<file path="src/rtl/latch_tx.sv">
// latch_tx: serial writer for a shift-register / store-latch output bank.
// A parallel word accepted on a one-cycle start is shifted out on sd with a
// divided serial clock sck (DIV clk cycles per half-period), after which the
// store strobe st is held for DIV cycles and done pulses for one cycle.
// Optional build macro: LATCH_TX_LSB_FIRST_EN selects LSB-first bit order;
// when undefined the word is sent MSB first. Timing is identical either way.
module latch_tx #(
    parameter int WIDTH = 8,
    parameter int DIV   = 4
) (
    input  logic             clk,
    input  logic             rst_n,
    input  logic             start,
    input  logic [WIDTH-1:0] din,
    output logic             busy,
    output logic             done,
    output logic             sd,
    output logic             sck,
    output logic             st
);

    // Counter widths, never narrower than one bit so DIV=1 / WIDTH=1 still work.
    localparam int PW = (DIV   > 1) ? $clog2(DIV)   : 1;
    localparam int BW = (WIDTH > 1) ? $clog2(WIDTH) : 1;

    localparam logic [PW-1:0] PH_LAST  = PW'(DIV - 1);
    localparam logic [BW-1:0] BIT_LAST = BW'(WIDTH - 1);

    typedef enum logic [1:0] {
        S_IDLE   = 2'd0,
        S_SHIFT  = 2'd1,
        S_STROBE = 2'd2
    } state_t;

    state_t            state_q, state_d;
    logic [WIDTH-1:0]  shreg_q, shreg_d;   // bits still waiting behind sd
    logic [PW-1:0]     phase_q, phase_d;   // position inside an sck half-period / strobe
    logic [BW-1:0]     bit_q,   bit_d;     // index of the bit currently on sd
    logic              busy_q,  busy_d;
    logic              done_q,  done_d;
    logic              sd_q,    sd_d;
    logic              sck_q,   sck_d;
    logic              st_q,    st_d;

    // Bit-order selection: which bit goes out first and how the remainder moves up.
    logic              load_bit;
    logic [WIDTH-1:0]  load_rest;
    logic              next_bit;
    logic [WIDTH-1:0]  next_rest;

`ifdef LATCH_TX_LSB_FIRST_EN
    // LSB first: the low end of the register feeds sd.
    always_comb begin
        load_bit  = din[0];
        load_rest = din >> 1;
        next_bit  = shreg_q[0];
        next_rest = shreg_q >> 1;
    end
`else
    // MSB first: the high end of the register feeds sd.
    always_comb begin
        load_bit  = din[WIDTH-1];
        load_rest = din << 1;
        next_bit  = shreg_q[WIDTH-1];
        next_rest = shreg_q << 1;
    end
`endif

    // Next-state and next-output logic; every output is computed here and registered below.
    always_comb begin
        state_d = state_q;
        shreg_d = shreg_q;
        phase_d = phase_q;
        bit_d   = bit_q;
        busy_d  = busy_q;
        done_d  = 1'b0;
        sd_d    = sd_q;
        sck_d   = sck_q;
        st_d    = st_q;

        case (state_q)
            S_IDLE: begin
                busy_d = 1'b0;
                sck_d  = 1'b0;
                st_d   = 1'b0;
                sd_d   = 1'b0;
                if (start) begin
                    // First bit goes straight onto sd so it is stable for the whole low phase.
                    state_d = S_SHIFT;
                    shreg_d = load_rest;
                    sd_d    = load_bit;
                    phase_d = '0;
                    bit_d   = '0;
                    busy_d  = 1'b1;
                end
            end

            S_SHIFT: begin
                if (phase_q == PH_LAST) begin
                    phase_d = '0;
                    if (!sck_q) begin
                        // End of low half: raise sck, the chain samples sd here.
                        sck_d = 1'b1;
                    end else begin
                        // End of high half: falling sck is where sd advances.
                        sck_d = 1'b0;
                        if (bit_q == BIT_LAST) begin
                            state_d = S_STROBE;
                            st_d    = 1'b1;
                        end else begin
                            bit_d   = bit_q + 1'b1;
                            sd_d    = next_bit;
                            shreg_d = next_rest;
                        end
                    end
                end else begin
                    phase_d = phase_q + 1'b1;
                end
            end

            S_STROBE: begin
                // sd keeps the last bit and sck stays low while the latch loads.
                if (phase_q == PH_LAST) begin
                    phase_d = '0;
                    state_d = S_IDLE;
                    st_d    = 1'b0;
                    busy_d  = 1'b0;
                    sd_d    = 1'b0;
                    done_d  = 1'b1;
                end else begin
                    phase_d = phase_q + 1'b1;
                end
            end

            default: begin
                state_d = S_IDLE;
                shreg_d = '0;
                phase_d = '0;
                bit_d   = '0;
                busy_d  = 1'b0;
                sd_d    = 1'b0;
                sck_d   = 1'b0;
                st_d    = 1'b0;
            end
        endcase
    end

    // State and output registers; reset abandons any partial word without a strobe.
    always_ff @(posedge clk) begin
        if (!rst_n) begin
            state_q <= S_IDLE;
            shreg_q <= '0;
            phase_q <= '0;
            bit_q   <= '0;
            busy_q  <= 1'b0;
            done_q  <= 1'b0;
            sd_q    <= 1'b0;
            sck_q   <= 1'b0;
            st_q    <= 1'b0;
        end else begin
            state_q <= state_d;
            shreg_q <= shreg_d;
            phase_q <= phase_d;
            bit_q   <= bit_d;
            busy_q  <= busy_d;
            done_q  <= done_d;
            sd_q    <= sd_d;
            sck_q   <= sck_d;
            st_q    <= st_d;
        end
    end

    assign busy = busy_q;
    assign done = done_q;
    assign sd   = sd_q;
    assign sck  = sck_q;
    assign st   = st_q;

endmodule
</file>
<file path="config.mk">
export PLATFORM = sky130hd
export DESIGN_NAME = latch_tx
export DESIGN_NICKNAME = d
export VERILOG_FILES = /design/src/rtl/latch_tx.sv
export SDC_FILE = /design/constraint.sdc
export NUM_CORES = 1
export LEC_CHECK = 0
export CAP_MARGIN = 20
export CORE_UTILIZATION = 45
export DETAILED_ROUTE_END_ITERATION = 8
export MAX_ROUTING_LAYER = met4
export PLACE_DENSITY = 0.69
export SKIP_LAST_GASP = 1
export SLEW_MARGIN = 10
export SYNTH_ARGS = -nofsm -noshare
export SYNTH_HDL_FRONTEND = slang
export SYNTH_SLANG_ARGS = --single-unit
</file>
<file path="constraint.sdc">
create_clock -name clk -period 2 [get_ports clk]
set_input_delay 0.3 -clock clk [delete_from_list [all_inputs] [get_ports clk]]
set_output_delay 0.3 -clock clk [all_outputs]
set_load 0.01 [all_outputs]
</file>
---- Yosys cells after proc, flatten, opt, wreduce, memory -nomap -nowiden ----
Index checks and enable logic that the tools add are counted.
operators by class
  add/subtract/negate cells ............... 2
  equal/unequal tests ..................... 10
  multiplexer cells ....................... 35
  bitwise logic cells ..................... 2
  reduce and logical (&&, ||, !) cells .... 9
operator list
  cell                                                             count
  8-bit two-way mux                                                4
  8-bit case mux with 3 select lines                               1
  2-bit two-way mux                                                7
  1-bit two-way mux                                                12
  3-bit two-way mux                                                4
  2-bit inequality test, second input constant                     6
  5-bit AND reduction                                              2
  3-bit case mux with 3 select lines                               1
  4-bit AND reduction                                              2
  1-bit case mux with 3 select lines                               2
  2-bit case mux with 3 select lines                               1
  2-bit AND reduction                                              3
  2-bit == test, second input constant                             2
  1-bit case mux with 2 select lines                               2
  2-bit case mux with 2 select lines                               1
  3-bit by 1-bit adder with 3-bit output, second input constant    1
  3-bit == test, second input constant                             1
  2-bit by 1-bit adder with 2-bit output, second input constant    1
  2-bit by 1-bit == test with 1-bit output, second input constant  1
  2-bit logical NOT                                                1
  1-bit NOT                                                        2
  2-bit OR reduction                                               1
word-level totals
  flip-flop bits (word level) ............. 20
  input port bits ......................... 11
  output and inout port bits .............. 5

---- Logic depth before layout (Yosys ltp) ----
  depth in word-level cells ............... 5
  depth in mapped cells ................... 8
  depth with buffers taken out ............ 6

---- Least setup slack after synthesis ----
Ideal clock, no wire load.
  path type ............................... reg-to-reg
  start ................................... reg bit_q[0]
  end ..................................... reg bit_q[1]
  setup time .............................. 0.074 ns
  arrival time ............................ 1.605 ns
  path slack .............................. 0.320 ns
  cell stages (with the launch flop) ...... 8
  buffers on the path ..................... 1
  period minus slack after synthesis ...... 1.680 ns
  cells stage by stage .................... dfxtp_1 -> ha_1 -> ha_1 -> nand3b_2 -> a211oi_4 -> buf_6 -> nand4_1 -> o21ai_0
on the way
  longest elaborated chain between the ends .. 5
  elaborated cells on any way between the ends .. 8
RTL lines
  item                                    line  text
  start, declared                         38    logic [BW-1:0] bit_q, bit_d;
  start signal, assigned                  164   bit_q <= bit_d;
  3-bit by 1-bit adder with 3-bit output  111   bit_d = bit_q + 1'b1;
  3-bit two-way mux                       107   if (bit_q == BIT_LAST) begin
  3-bit two-way mux                       101   if (!sck_q) begin
  3-bit two-way mux                       99    if (phase_q == PH_LAST) begin
  3-bit case mux with 3 select lines      81    case (state_q)
Parallel ways exist; a longest one is shown, timed or not. The select of a mux whose other input is x is not followed.
A chain may end at the register's enable or synchronous reset.

---- Worst setup path in the final report ----
  start ................................... reg bit_q[0]
  end ..................................... reg shreg_q[5]
on the way
  longest elaborated chain between the ends .. 3
RTL lines
  item                                    line  text
  3-bit == test                           107
  2-bit inequality test (no source line)  -
  5-bit AND reduction (no source line)    -
  end signal, assigned                    162   shreg_q <= shreg_d;
  end, declared                           36    logic [WIDTH-1:0] shreg_q, shreg_d;
No other way between the ends.

==> impl_metrics.tcl <==
set metrics [dict create \
    cts_num_sinks 19 \
    cts_root_buf "clkbuf_4" \
    synth.net_count 118 \
    pre_cts_ws_ps 209 \
    skew_ps 6.14 \
    clockBufferDepth 2 \
    setup_viol 0 \
    status "finished clean" \
    placed_cells 143 \
    final_cell_mix "dfxtp_1, clkdlybuf4s50_1, nor2_1, nand2_1, o21ai_0" \
    path_clk_slew_ps 110 \
    cp_data_arrival_time_ps 2000 \
    die_h_um 47.8 \
    max_cap_viol_count 0 \
    grt_pass1_wl_um 2840 \
    cts_tree "done" \
    routabilityCongestion 0.768 \
    clk_latency_ps 290 \
    min_period_ps 1780 \
    cp_max_fo 18 \
    die_area_mm2 0.00228 \
    yosys.area.top_type "dfxtp_1" \
    layout.cells.non_filler 147 \
    track_usage 0.183 \
    ys_types 32 \
    synth_seq_cells 19 \
    rows 16 \
    synth_top_area_share 0.404 \
    post_cts_buffers 0 \
    ioPinCount 16 \
    drt-total-wl_um 1760 \
    initial_core_util 0.480 \
    slew_violations 0 \
    post_cts_resized 0 \
    grt_start_max_net_pins 20 \
    hpwl_um 1330 \
    drt_pre_antenna_iters 4 \
    syn-cell-area_um2 942 \
    syn_avg_cell_area_um2 9.33 \
    port_buffers 15 \
    hold_buffers 0 \
    p_per_area_mw_per_mm2 921 \
    synthTopCellsByArea "dfxtp_1, ha_1, a22oi_1, o21ai_0, a211oi_1" \
    drive_above_1_share 0.133 \
    timing.final.ws_setup_ps 216 \
    coreArea_mm2 0.00196 \
    cts_made_buffers 3 \
    fp.dieW_um 47.8 \
    rsz0062_at_grt "false" \
    grt_pass1_vias 651 \
    fill_cells 188 \
    cts_max_level 1 \
    fin_crit_sh 0.892 \
    critPathLaunchType "register" \
    slew_headroom 0.776 \
    num_antenna_cells 0 \
    required_ps 2210 \
    ir_worst_vdd_v 0.000570 \
    synth_seq_area_share 0.404 \
    final_cell_area_mm2 0.00114 \
    nets 138 \
    finalSetupTns_ps 0 \
    critical_path_class "register to register" \
    placed_cell_area_mm2 0.00111 \
    tightest_slew_ps 335 \
    wl_per_cell_um 12.0 \
    dr_total_vias 782 \
    antenna_found_initial 0 \
    max_freq_mhz 560 \
    final_common_cell "dfxtp_1" \
    endpoint_kind "register" \
    drcViolationCount 0 \
    initialDrtViolationCount 15 \
    yosysWarnings 0 \
    vias_per_cell 5.32 \
    antenna_left 0 \
    hold_violations 0 \
    syn2layout_area_growth_pct 21.2 \
    grt_overflow_total 0 \
    p_leak_uw 0.000466 \
    postSynthCellCount 101 \
    hold_path_class "register to register" \
]
==> cells by family (layout without fill, tap and decap cells) <==
group                    count (synthesis)  count (layout)  share of synthesized area
flip-flops                              19              19                      0.404
buffers and inverters                    9              28                     0.0717
adder cells (fa/ha/maj)                  6               6                     0.0797
AO/OA/AOI/OAI                           34              34                      0.264
AND/OR/NAND/NOR                         33              33                      0.181
==> area by class of cell <==
type	instances	area (µm²)	share of cell area
Clock buffer	3	22.5	0.0197
Clock inverter	1	5.00	0.00438
Inverter	3	11.3	0.00986
Multi-Input combinational cell	73	494	0.433
Sequential cell	19	380	0.333
Tap cell	27	33.8	0.0296
Timing Repair Buffer	21	195	0.171
==> layer usage <==
layer / wire, µm / vias up / track usage
li1: - / 411 / -
met1: 900 / 360 / 0.239
met2: 816 / 11 / 0.281
met3: 45 / 0 / 0.0679
met4: 0 / 0 / 0.0167
met5: 0 / - / -
==> Yosys cell counts <==
cell type	n
a31oi_1	1
buf_2	1
nand3b_2	1
and2b_2	2
a32oi_1	1
clkbuf_8	1
ha_1	6
a21boi_0	2
dfxtp_1	19
nand4b_1	1
o31ai_1	1
and3_2	1
nor2_1	10
o21a_1	1
o211ai_1	1
nand3_1	2
nor3_1	1
nand4_1	3
a211oi_4	1
nor3b_1	1
a22oi_1	7
nand2_1	9
a211oi_1	5
buf_6	3
nor2b_1	1
clkbuf_1	1
a21oi_1	3
o221a_2	1
o211a_1	2
o21ai_0	8
nand2b_1	1
inv_1	3
==> worst paths after layout <==
check / from / end / slack [ps] / cells past startpoint
hold reg to reg: bit_q[1] / bit_q[1] / 470 / 2
hold / removal: bit_q[1] / bit_q[1] / 470 / 2
setup / recovery: bit_q[0] / shreg_q[5] / 220 / 7
setup reg to reg: bit_q[0] / shreg_q[5] / 220 / 7
==> where the power goes <==
part | total, µW | internal (µW) | switching [µW] | leakage (µW)
registers | 480 | 444 | 35.9 | 0.000156
logic | 383 | 178 | 204 | 0.000293
clock network | 189 | 74.3 | 115 | 0.0000177
==> through the flow <==
step	hold WS (ps)	util	power, µW
after detailed placement	465	0.568	873
after CTS	480	0.582	1070
after global routing	511	0.582	1130
after global placement	455	0.568	859
after floorplan	440	-	772
final	475	0.582	1050
==> critical path, cell delays in order (launching register included) <==
cell and delay, ps:
dfxtp_1 330, ha_1 190, ha_1 180, nand3b_2 240, a211oi_4 250, buf_4 230, nor2_1 60, a211oi_1 210
==> registers in the layout (all words and copies together) (netlist names) <==
signal   count
phase_q      2
shreg_q      7
bit_q        3
sd           1
state_q      2
sck          1
done         1
busy         1
st           1
(Power assumes the default switching activity.)
